**src/rtl/mem_access_pkg.sv**
```systemverilog
// Shared constants, state encoding and access-size helpers for the memory-access stage.
package mem_access_pkg;

  localparam int REG       = 32;
  localparam int MEM_ADDR  = 32;
  localparam logic WRITE_DISABLE = 1'b0;

  localparam logic [2:0] LB  = 3'b000;
  localparam logic [2:0] LH  = 3'b001;
  localparam logic [2:0] LW  = 3'b010;
  localparam logic [2:0] LBU = 3'b100;
  localparam logic [2:0] LHU = 3'b101;
  localparam logic [2:0] SB  = 3'b000;
  localparam logic [2:0] SH  = 3'b001;
  localparam logic [2:0] SW  = 3'b010;

  typedef enum logic [1:0] {
    MEM_IDLE = 2'd0,
    MEM_BUSY = 2'd1,
    MEM_DONE = 2'd2
  } mem_state_e;

  typedef enum logic [1:0] {
    SZ_BYTE = 2'd0,
    SZ_HALF = 2'd1,
    SZ_WORD = 2'd2
  } mem_size_e;

  // Unused funct3 codes (011, 110, 111) fall through to a full word access.
  function automatic mem_size_e f3_size(input logic [2:0] f3);
    case (f3)
      LB, LBU: f3_size = SZ_BYTE;
      LH, LHU: f3_size = SZ_HALF;
      default: f3_size = SZ_WORD;
    endcase
  endfunction

  function automatic logic [1:0] aligned_off(input logic [2:0] f3, input logic [1:0] off);
    case (f3_size(f3))
      SZ_BYTE: aligned_off = off;
      SZ_HALF: aligned_off = {off[1], 1'b0};
      default: aligned_off = 2'b00;
    endcase
  endfunction

  function automatic logic misaligned(input logic [2:0] f3, input logic [1:0] off);
    misaligned = (aligned_off(f3, off) != off);
  endfunction

endpackage

```
**src/rtl/mem_access_lsu_lane.sv**
```systemverilog
// Byte-lane steering for stores and load extraction with sign/zero extension (combinational).
module lsu_lane
  import mem_access_pkg::*;
(
  input  logic [2:0]  funct3_i,
  input  logic [1:0]  off_i,
  input  logic        is_store_i,
  input  logic [31:0] st_data_i,
  input  logic [31:0] ld_word_i,
  output logic [3:0]  be_o,
  output logic [31:0] wdata_o,
  output logic [31:0] ld_data_o
);

  logic [7:0]  ld_byte;
  logic [15:0] ld_half;

  assign ld_byte = ld_word_i[{off_i, 3'b000} +: 8];
  assign ld_half = ld_word_i[{off_i[1], 4'b0000} +: 16];

  // off_i arrives already forced to natural alignment for the access size.
  always_comb begin
    be_o      = 4'b1111;
    wdata_o   = st_data_i;
    ld_data_o = ld_word_i;
    case (f3_size(funct3_i))
      SZ_BYTE: begin
        if (is_store_i) be_o = 4'b0001 << off_i;
        wdata_o   = {4{st_data_i[7:0]}};
        ld_data_o = funct3_i[2] ? {24'b0, ld_byte} : {{24{ld_byte[7]}}, ld_byte};
      end
      SZ_HALF: begin
        if (is_store_i) be_o = off_i[1] ? 4'b1100 : 4'b0011;
        wdata_o   = {2{st_data_i[15:0]}};
        ld_data_o = funct3_i[2] ? {16'b0, ld_half} : {{16{ld_half[15]}}, ld_half};
      end
      default: ;
    endcase
  end

endmodule

```
**src/rtl/mem_access.sv**
```systemverilog
// Memory-access pipeline stage: single-outstanding req/ack data bus with timeout and stall.
// Optional misaligned-access trapping is enabled by defining MEM_MISALIGN_TRAP_EN.
module mem_access
  import mem_access_pkg::*;
#(
  parameter int TIMEOUT_CYCLES = 255
)
(
  input  logic        clk_100MHz,
  input  logic        arst_n,
  input  logic        mem_r_ena_i,
  input  logic [31:0] mem_r_addr_i,
  input  logic        mem_w_ena_i,
  input  logic [31:0] mem_w_addr_i,
  input  logic [31:0] mem_w_data_i,
  input  logic [31:0] inst_i,
  input  logic        reg_w_ena_i,
  input  logic [4:0]  reg_w_addr_i,
  input  logic [31:0] reg_w_data_i,
  output logic        reg_w_ena_o,
  output logic [4:0]  reg_w_addr_o,
  output logic [31:0] reg_w_data_o,
  output logic        hold_o,
  output logic        dbus_req_o,
  output logic        dbus_we_o,
  output logic [31:0] dbus_addr_o,
  output logic [3:0]  dbus_be_o,
  output logic [31:0] dbus_wdata_o,
  input  logic [31:0] dbus_rdata_i,
  input  logic        dbus_ack_i,
  output logic        bus_err_o,
  output logic        misalign_o
);

  localparam logic [7:0] TIMEOUT_LAST = 8'(TIMEOUT_CYCLES - 1);

  mem_state_e  state_q, state_d;
  logic [31:0] addr_q, addr_d, wdata_q, wdata_d, rdata_q, rdata_d;
  logic [3:0]  be_q, be_d;
  logic        we_q, we_d, req_q, req_d, err_q, err_d;
  logic [2:0]  f3_q, f3_d;
  logic [1:0]  off_q, off_d;
  logic [7:0]  cnt_q, cnt_d;

  logic        access, is_store, mis;
  logic [31:0] cur_addr;
  logic [2:0]  cur_f3;
  logic [1:0]  cur_off;
  logic        lane_idle;
  logic [3:0]  lane_be;
  logic [31:0] lane_wdata, lane_ld;
  logic        unused_inst;

  assign access      = mem_r_ena_i | mem_w_ena_i;
  assign is_store    = mem_w_ena_i;
  assign cur_addr    = is_store ? mem_w_addr_i : mem_r_addr_i;
  assign cur_f3      = inst_i[14:12];
  assign cur_off     = aligned_off(cur_f3, cur_addr[1:0]);
  assign unused_inst = ^{inst_i[31:15], inst_i[11:0]};

`ifdef MEM_MISALIGN_TRAP_EN
  assign mis = misaligned(cur_f3, cur_addr[1:0]);
`else
  assign mis = 1'b0;
`endif

  // The lane is shared: the current request drives it in IDLE, latched fields otherwise.
  assign lane_idle = (state_q == MEM_IDLE);

  lsu_lane u_lane (
    .funct3_i   (lane_idle ? cur_f3 : f3_q),
    .off_i      (lane_idle ? cur_off : off_q),
    .is_store_i (lane_idle ? is_store : we_q),
    .st_data_i  (mem_w_data_i),
    .ld_word_i  (rdata_q),
    .be_o       (lane_be),
    .wdata_o    (lane_wdata),
    .ld_data_o  (lane_ld)
  );

  always_ff @(posedge clk_100MHz or negedge arst_n) begin
    if (!arst_n) begin
      state_q <= MEM_IDLE;
      addr_q  <= '0;
      wdata_q <= '0;
      rdata_q <= '0;
      be_q    <= '0;
      we_q    <= 1'b0;
      req_q   <= 1'b0;
      err_q   <= 1'b0;
      f3_q    <= '0;
      off_q   <= '0;
      cnt_q   <= '0;
    end else begin
      state_q <= state_d;
      addr_q  <= addr_d;
      wdata_q <= wdata_d;
      rdata_q <= rdata_d;
      be_q    <= be_d;
      we_q    <= we_d;
      req_q   <= req_d;
      err_q   <= err_d;
      f3_q    <= f3_d;
      off_q   <= off_d;
      cnt_q   <= cnt_d;
    end
  end

  // Writeback is suppressed whenever the stage stalls so MEM/WB captures a bubble.
  always_comb begin
    state_d      = state_q;
    addr_d       = addr_q;
    wdata_d      = wdata_q;
    rdata_d      = rdata_q;
    be_d         = be_q;
    we_d         = we_q;
    req_d        = req_q;
    err_d        = err_q;
    f3_d         = f3_q;
    off_d        = off_q;
    cnt_d        = cnt_q;
    reg_w_ena_o  = reg_w_ena_i;
    reg_w_addr_o = reg_w_addr_i;
    reg_w_data_o = reg_w_data_i;
    hold_o       = 1'b0;
    bus_err_o    = 1'b0;
    misalign_o   = 1'b0;
    case (state_q)
      MEM_IDLE: begin
        if (access && mis) begin
          misalign_o  = 1'b1;
          reg_w_ena_o = WRITE_DISABLE;
        end else if (access) begin
          hold_o      = 1'b1;
          reg_w_ena_o = WRITE_DISABLE;
          addr_d      = {cur_addr[31:2], 2'b00};
          be_d        = lane_be;
          wdata_d     = lane_wdata;
          we_d        = is_store;
          f3_d        = cur_f3;
          off_d       = cur_off;
          req_d       = 1'b1;
          err_d       = 1'b0;
          cnt_d       = '0;
          state_d     = MEM_BUSY;
        end
      end
      MEM_BUSY: begin
        hold_o      = 1'b1;
        reg_w_ena_o = WRITE_DISABLE;
        if (dbus_ack_i) begin
          rdata_d = dbus_rdata_i;
          req_d   = 1'b0;
          state_d = MEM_DONE;
        end else if (cnt_q == TIMEOUT_LAST) begin
          req_d   = 1'b0;
          err_d   = 1'b1;
          state_d = MEM_DONE;
        end else begin
          cnt_d = cnt_q + 8'd1;
        end
      end
      MEM_DONE: begin
        if (err_q) begin
          reg_w_ena_o = WRITE_DISABLE;
          bus_err_o   = 1'b1;
        end else if (we_q) begin
          reg_w_ena_o = WRITE_DISABLE;
        end else begin
          reg_w_data_o = lane_ld;
        end
        state_d = MEM_IDLE;
      end
      default: state_d = MEM_IDLE;
    endcase
  end

  assign dbus_req_o   = req_q;
  assign dbus_we_o    = we_q;
  assign dbus_addr_o  = addr_q;
  assign dbus_be_o    = be_q;
  assign dbus_wdata_o = wdata_q;

endmodule

```
**config.mk**
```make
export PLATFORM = sky130hd
export DESIGN_NAME = mem_access
export DESIGN_NICKNAME = d
export VERILOG_FILES = /design/src/rtl/mem_access_pkg.sv /design/src/rtl/mem_access_lsu_lane.sv /design/src/rtl/mem_access.sv
export SDC_FILE = /design/constraint.sdc
export NUM_CORES = 1
export LEC_CHECK = 0
export ABC_AREA = 1
export CAP_MARGIN = 10
export CORE_MARGIN = 8
export CORE_UTILIZATION = 45
export CTS_CLUSTER_DIAMETER = 120
export DETAILED_ROUTE_END_ITERATION = 10
export PLACE_DENSITY = 0.88
export SETUP_SLACK_MARGIN = 0.1
export SYNTH_ARGS = -nofsm -noshare
export SYNTH_HDL_FRONTEND = slang
export SYNTH_SLANG_ARGS = --single-unit
```
**constraint.sdc**
```tcl
create_clock -name clk_100MHz -period 5.7 [get_ports clk_100MHz]
set_input_delay 1.14 -clock clk_100MHz [delete_from_list [all_inputs] [get_ports clk_100MHz]]
set_output_delay 1.14 -clock clk_100MHz [all_outputs]
set_load 0.1 [all_outputs]
```
* Yosys cells after proc, flatten, opt, wreduce, memory -nomap -nowiden
Index checks and enable logic that the tools add are counted.
Widths: inputs -> output; s select.
** Word-level totals
- Register bits :: 116
- Logic and storage cells :: 90
- Bits of input ports :: 203
** Cells by class
- Shift operators :: 3
- Equality and inequality tests :: 16
- Reductions and logical operators :: 16
- Mux-type cells :: 42
- Bitwise gates (word level) :: 1
- Add/sub/neg operators :: 1
** Operators with widths (number)
- $mux 32 :: 6
- $pmux 32 s2 :: 2
- $shiftx 32x6->16 :: 1
- $shiftx 32x6->8 :: 1
- $mux 8 :: 3
- $pmux 2 s2 :: 4
- $pmux 8 s2 :: 1
- $mux 1 :: 13
- $eq 3x3->1 const B :: 4
- $mux 4 :: 3
- $add 8x1->8 const B :: 1
- $eq 8x8->1 const B :: 1
- $mux 2 :: 4
- $ne 2x2->1 const B :: 4
- $pmux 4 s2 :: 1
- $reduce_and 4->1 :: 2
- $reduce_or 2->1 :: 4
- $eq 2x1->1 const B :: 3
- $eq 3x1->1 const B :: 2
- $logic_not 2->1 :: 3
- $logic_not 3->1 :: 2
- $pmux 1 s2 :: 3
- $reduce_and 2->1 :: 3
- $shl 1x2->4 const A :: 1
- 7 further kinds :: 7

* Depth between registers and ports, before layout
- Depth after elaboration :: 12
- Gate-level depth with buffers :: 14

* Hierarchy
A second synthesis with hierarchy kept.
** Second synthesis, totals
- Cells, all modules :: 811
- Area total of the unflattened synthesis :: 6516.2 sq um
** By module, submodules not included
- mem_access :: area an instance 5333.9 sq um, instances 1, sequential area each 2902.8 sq um, cells an instance 562
- lsu_lane :: area an instance 1182.4 sq um, instances 1, sequential area each 0.0 sq um, cells an instance 249

* Worst setup path before layout
OpenSTA, ideal clock, no wires.
- Path kind :: input-to-output
- From :: input port mem_w_ena_i
- To :: output port reg_w_ena_o
- Stages on the path :: 6
- Path buffers :: 1
- Arrival time :: 3.648 ns
- Path slack :: 0.912 ns
- Path through :: buf_2 > o21ai_2 > inv_1 > nor2_1 > inv_1 > nor2_1
** Between the ends
- Word-level cells in the longest chain between the ends :: 3
** RTL lines
- from (decl) :: line mem_access.sv:13 : input logic mem_w_ena_i,
- $or 1x1->1 :: line mem_access.sv:54 : assign access = mem_r_ena_i | mem_w_ena_i;
- $mux 1 :: line mem_access.sv:133 : end else if (access) begin
- $pmux 1 s3 :: line mem_access.sv:128 : case (state_q)
- to (decl) :: line mem_access.sv:20 : output logic reg_w_ena_o,
No other way between the ends.

* Final worst setup path
- From :: input port mem_w_ena_i
- To :: output port reg_w_data_o[9]
** Between the ends
- Word-level cells in the longest chain between the ends :: 9
- Elaborated cells on any way between the ends :: 11
** RTL lines
- $mux 32 * :: line mem_access.sv:56 : assign cur_addr = is_store ? mem_w_addr_i : mem_r_addr_i;
- $pmux 2 s2 * :: line mem_access_pkg.sv:39 : case (f3_size(f3))
- $mux 2 * :: line mem_access.sv:72 : .off_i (lane_idle ? cur_off : off_q),
- $shiftx 32x6->16 / $shiftx 32x6->8 (equally long branches) :: line mem_access_lsu_lane.sv:19, mem_access_lsu_lane.sv:18
- $mux 32, on equally long branches :: line mem_access_lsu_lane.sv:35, mem_access_lsu_lane.sv:30
- $pmux 32 s2 * :: line mem_access_lsu_lane.sv:26 : case (f3_size(funct3_i))
- $mux 32 * :: line mem_access.sv:167 : end else if (we_q) begin
- $mux 32 * :: line mem_access.sv:164 : if (err_q) begin
- $mux 32 * :: line mem_access.sv:128
- to (decl) :: line mem_access.sv:22 : output logic [31:0] reg_w_data_o,
Every way passes the cells marked *; elsewhere a longest branch is shown, timed or not.

==> out/results.md <==
- number of cells in the finished layout apart from fillers: 1340
- synthesized-area fraction occupied by ao, oa, aoi and oai cells: 0.160
- critical setup path kind: in -> out
- worst hold path stage count: 2
- launching point of the worst reg2reg path: state_q[0]
- CTS root buffer: sky130_fd_sc_hd__clkbuf_16
- highest metal layer used by the detailed router: met4
- total number of clock tree sinks: 116
- Nets: 1347
- most instantiated flip-flop cell in the synthesis netlist: sky130_fd_sc_hd__dfrtp_1
- GPL Wtd Cong: 0.864
- post-place setup slack: 920 ps
- Setup crit end kind: output port
- wire length of the first global-routing pass: 35400 um
- fraction of registers with async set or reset after synthesis: 1.00
- clock latency at the later pin of the worst-skew pair: 420 ps
- WL/cell: 16.8 um
- maximum buffer depth of the clock tree: 2
- maximum clock rate: 206 MHz
- Critical Path Source Type: primary input
- area added between synthesis and finish: 57.2%
- Worst Hold End: dbus_wdata_o[2]
- main combinational cell family by area after synthesis: simple AND/OR/NAND/NOR gates
- Hold Crit Class: reg -> reg
- number of setup violations in the final report: 0
- initial antenna violation count: 1
- Clk pin slew, worst setup/hold paths: 50 ps
- fraction of synthesized area in multiplexers: 0.0104
- aggregate negative setup slack: 0 ps
- number of DRC violations after detailed routing: 0
- initial cell density of the core: 0.452
- cell total after placement: 1307
- number of max-slew violations in the final report: 0
- number of standard-cell rows in the floorplan: 44
- Gates resized, CTS repair: 0
- met2 routed wirelength: 11300 um
- 1st-pass router iterations: 6
- Post-CTS Hold Fix Bufs: 0
- Setup WS post-layout: 852 ps
- standard cell core area: 14300 um^2
- Total Die Area: 18500 um^2
- die span in y: 136 um
- DRT iter0 DRCs: 534
- Post-CTS Repair Setup Buffers: 0
- horizontal die dimension: 136 um
- slew at the pin closest to its max-slew limit: 1120 ps
- I/O pin count: 314
- cell depth of the worst flop-to-flop path: 8
- number of synthesized register bits: 116
- clock period minus worst slack: 4850 ps
- sequential fraction of the synthesis area: 0.448
- Layout Utilization: 0.711
- fraction of synthesized cell area in xor and xnor cells: 0.00676
- number of flops mapped to enable cells by yosys: 0
- count of mapped cells out of synthesis: 898
- status: finished clean
- post-synthesis share of cell area spent on full adders, half adders and majority gates: 0.00387
- estimated wirelength of the detail-placed design: 16700 um
- reg2reg end: cnt_q[2]
- hold violation total from the final report: 0
- remaining global-route overflow: 0
- mean number of vias per cell: 5.15
- slew margin rel.: 0.253
- Fin Clk Skew: 5.76 ps
- ANT nets after route: 0
- Via Count: 6895
- max-cap check violation count: 0
- CP Data Required Time: 4560 ps
- startpoint of the worst hold path: dbus_wdata_o[2]
- post-synth design cell area: 6470 um^2
- Yosys warnings: 0
- routed wl met3: 1970 um
- CTS Buf Count: 17
- pin count of the biggest net entering global routing: 104
- CP max FO: 24
- ratio of cells with drive above 1 in the final layout: 0.0970
- detailed-route wire length on metal 1: 8600 um
- TritonCTS clock tree: yes
- overall global routing resource usage: 0.244
- post-detailed-routing wire length: 22600 um
- CP Data Arrival Time: 3710 ps
- share of synthesized cell area in and, or, nand and nor gates: 0.274
- Distinct cells, synth: 33
- number of global-route vias before repair: 6788
- unrepaired setup endpoints after global routing: false
- per-instance average area after synthesis: 7.21 um^2
- internal reg-to-reg setup slack: 3040 ps
- H-Tree Depth: 4
- quantity of I/O buffers inserted on ports: 271
- period utilization: 0.851
through the flow:
stage	hold slack [ps]	area, um^2
after global routing	513	10200
final	475	10200
after floorplan	453	6480
after global placement	463	9550
after CTS	479	10200
after detailed placement	465	9550
synth_stat cells, types with 4 or more instances:
master | count | share of area
sky130_fd_sc_hd__a21oi_1 | 63 | 0.049
sky130_fd_sc_hd__a21oi_2 | 10 | 0.014
sky130_fd_sc_hd__a31oi_1 | 38 | 0.037
sky130_fd_sc_hd__buf_2 | 19 | 0.015
sky130_fd_sc_hd__buf_4 | 11 | 0.013
sky130_fd_sc_hd__clkbuf_1 | 23 | 0.013
sky130_fd_sc_hd__dfrtp_1 | 116 | 0.45
sky130_fd_sc_hd__inv_1 | 84 | 0.049
sky130_fd_sc_hd__mux2_2 | 6 | 0.010
sky130_fd_sc_hd__nand2_1 | 252 | 0.15
sky130_fd_sc_hd__nand3_1 | 27 | 0.021
sky130_fd_sc_hd__nand4_1 | 9 | 0.0087
sky130_fd_sc_hd__nor2_1 | 136 | 0.079
sky130_fd_sc_hd__o21ai_0 | 60 | 0.046
sky130_fd_sc_hd__o31ai_1 | 4 | 0.0046
sky130_fd_sc_hd__or2_2 | 4 | 0.0039
sky130_fd_sc_hd__xor2_1 | 4 | 0.0054
worst max path at each step:
stage	depth (start not counted)	end	start
finish	13	reg_w_data_o[9]	mem_w_ena_i
global route	13	reg_w_data_o[9]	mem_w_ena_i
CTS	13	reg_w_data_o[9]	mem_w_ena_i
detailed placement	10	reg_w_data_o[16]	mem_w_ena_i
global placement	13	reg_w_data_o[8]	mem_w_ena_i
floorplan	6	reg_w_ena_o	mem_w_ena_i
final cells by class:
type | count | area (um^2)
fillers | 1115 | 4140
clock inverters | 10 | 153
well taps | 184 | 230
flip-flops and latches | 116 | 2900
multi-input cells | 639 | 2960
clock buffers | 22 | 474
diodes | 1 | 2.50
repair buffers | 280 | 3120
inverters | 88 | 330
routing by layer:
metal	track usage	up-vias
met5	0	-
li1	-	3350
met4	0.0927	0
met3	0.0824	43
met1	0.281	3195
met2	0.411	307
cells by family (layout without fill, tap and decap cells):
family	after synthesis	in the layout
xor+xnor	5	5
simple gates	439	439
compound gates	184	184
flops	116	116
other cells	1	4
mux	6	6
buf+inv	145	400
fa+ha+maj	2	2
state kept, by name, indices dropped and copies added, names as in the netlist, 2 cells and up:
signal,cells
off_q,2
state_q,2
dbus_wdata_o,32
dbus_addr_o,30
rdata_q,32
f3_q,3
cnt_q,8
dbus_be_o,4
critical path, cell delays in order:
cell and delay (ps):
sky130_fd_sc_hd__clkdlybuf4s50_1 740, sky130_fd_sc_hd__nor2_1 90, sky130_fd_sc_hd__nor2_1 100, sky130_fd_sc_hd__nand3_1 130
sky130_fd_sc_hd__nand2_2 410, sky130_fd_sc_hd__nand2_1 180, sky130_fd_sc_hd__nand3_2 130, sky130_fd_sc_hd__nand2_1 70
sky130_fd_sc_hd__nand2_1 240, sky130_fd_sc_hd__nand2_1 80, sky130_fd_sc_hd__nand2_1 80, sky130_fd_sc_hd__nand2_1 100
sky130_fd_sc_hd__buf_12 190
placed cells by master, fill, tap and decap left out, drive strengths merged:
master,instances
clkbuf,22
a31oi,38
clkinvlp,1
dfrtp,116
ha,2
nand3b,2
diode,1
clkdlybuf4s50,236
nand2,257
inv,87
o211ai,1
clkinv,6
o21a,2
xor2,4
xnor2,1
conb,3
bufinv,4
o21ai,66
o31ai,4
a21oi,73
nand3,29
buf,44
nand4,9
or2,4
mux2,6
nor2,138
Power is left out: the tool's default activity adds up to more than one toggle a clock period on the data nets, which glitch-free logic cannot reach.
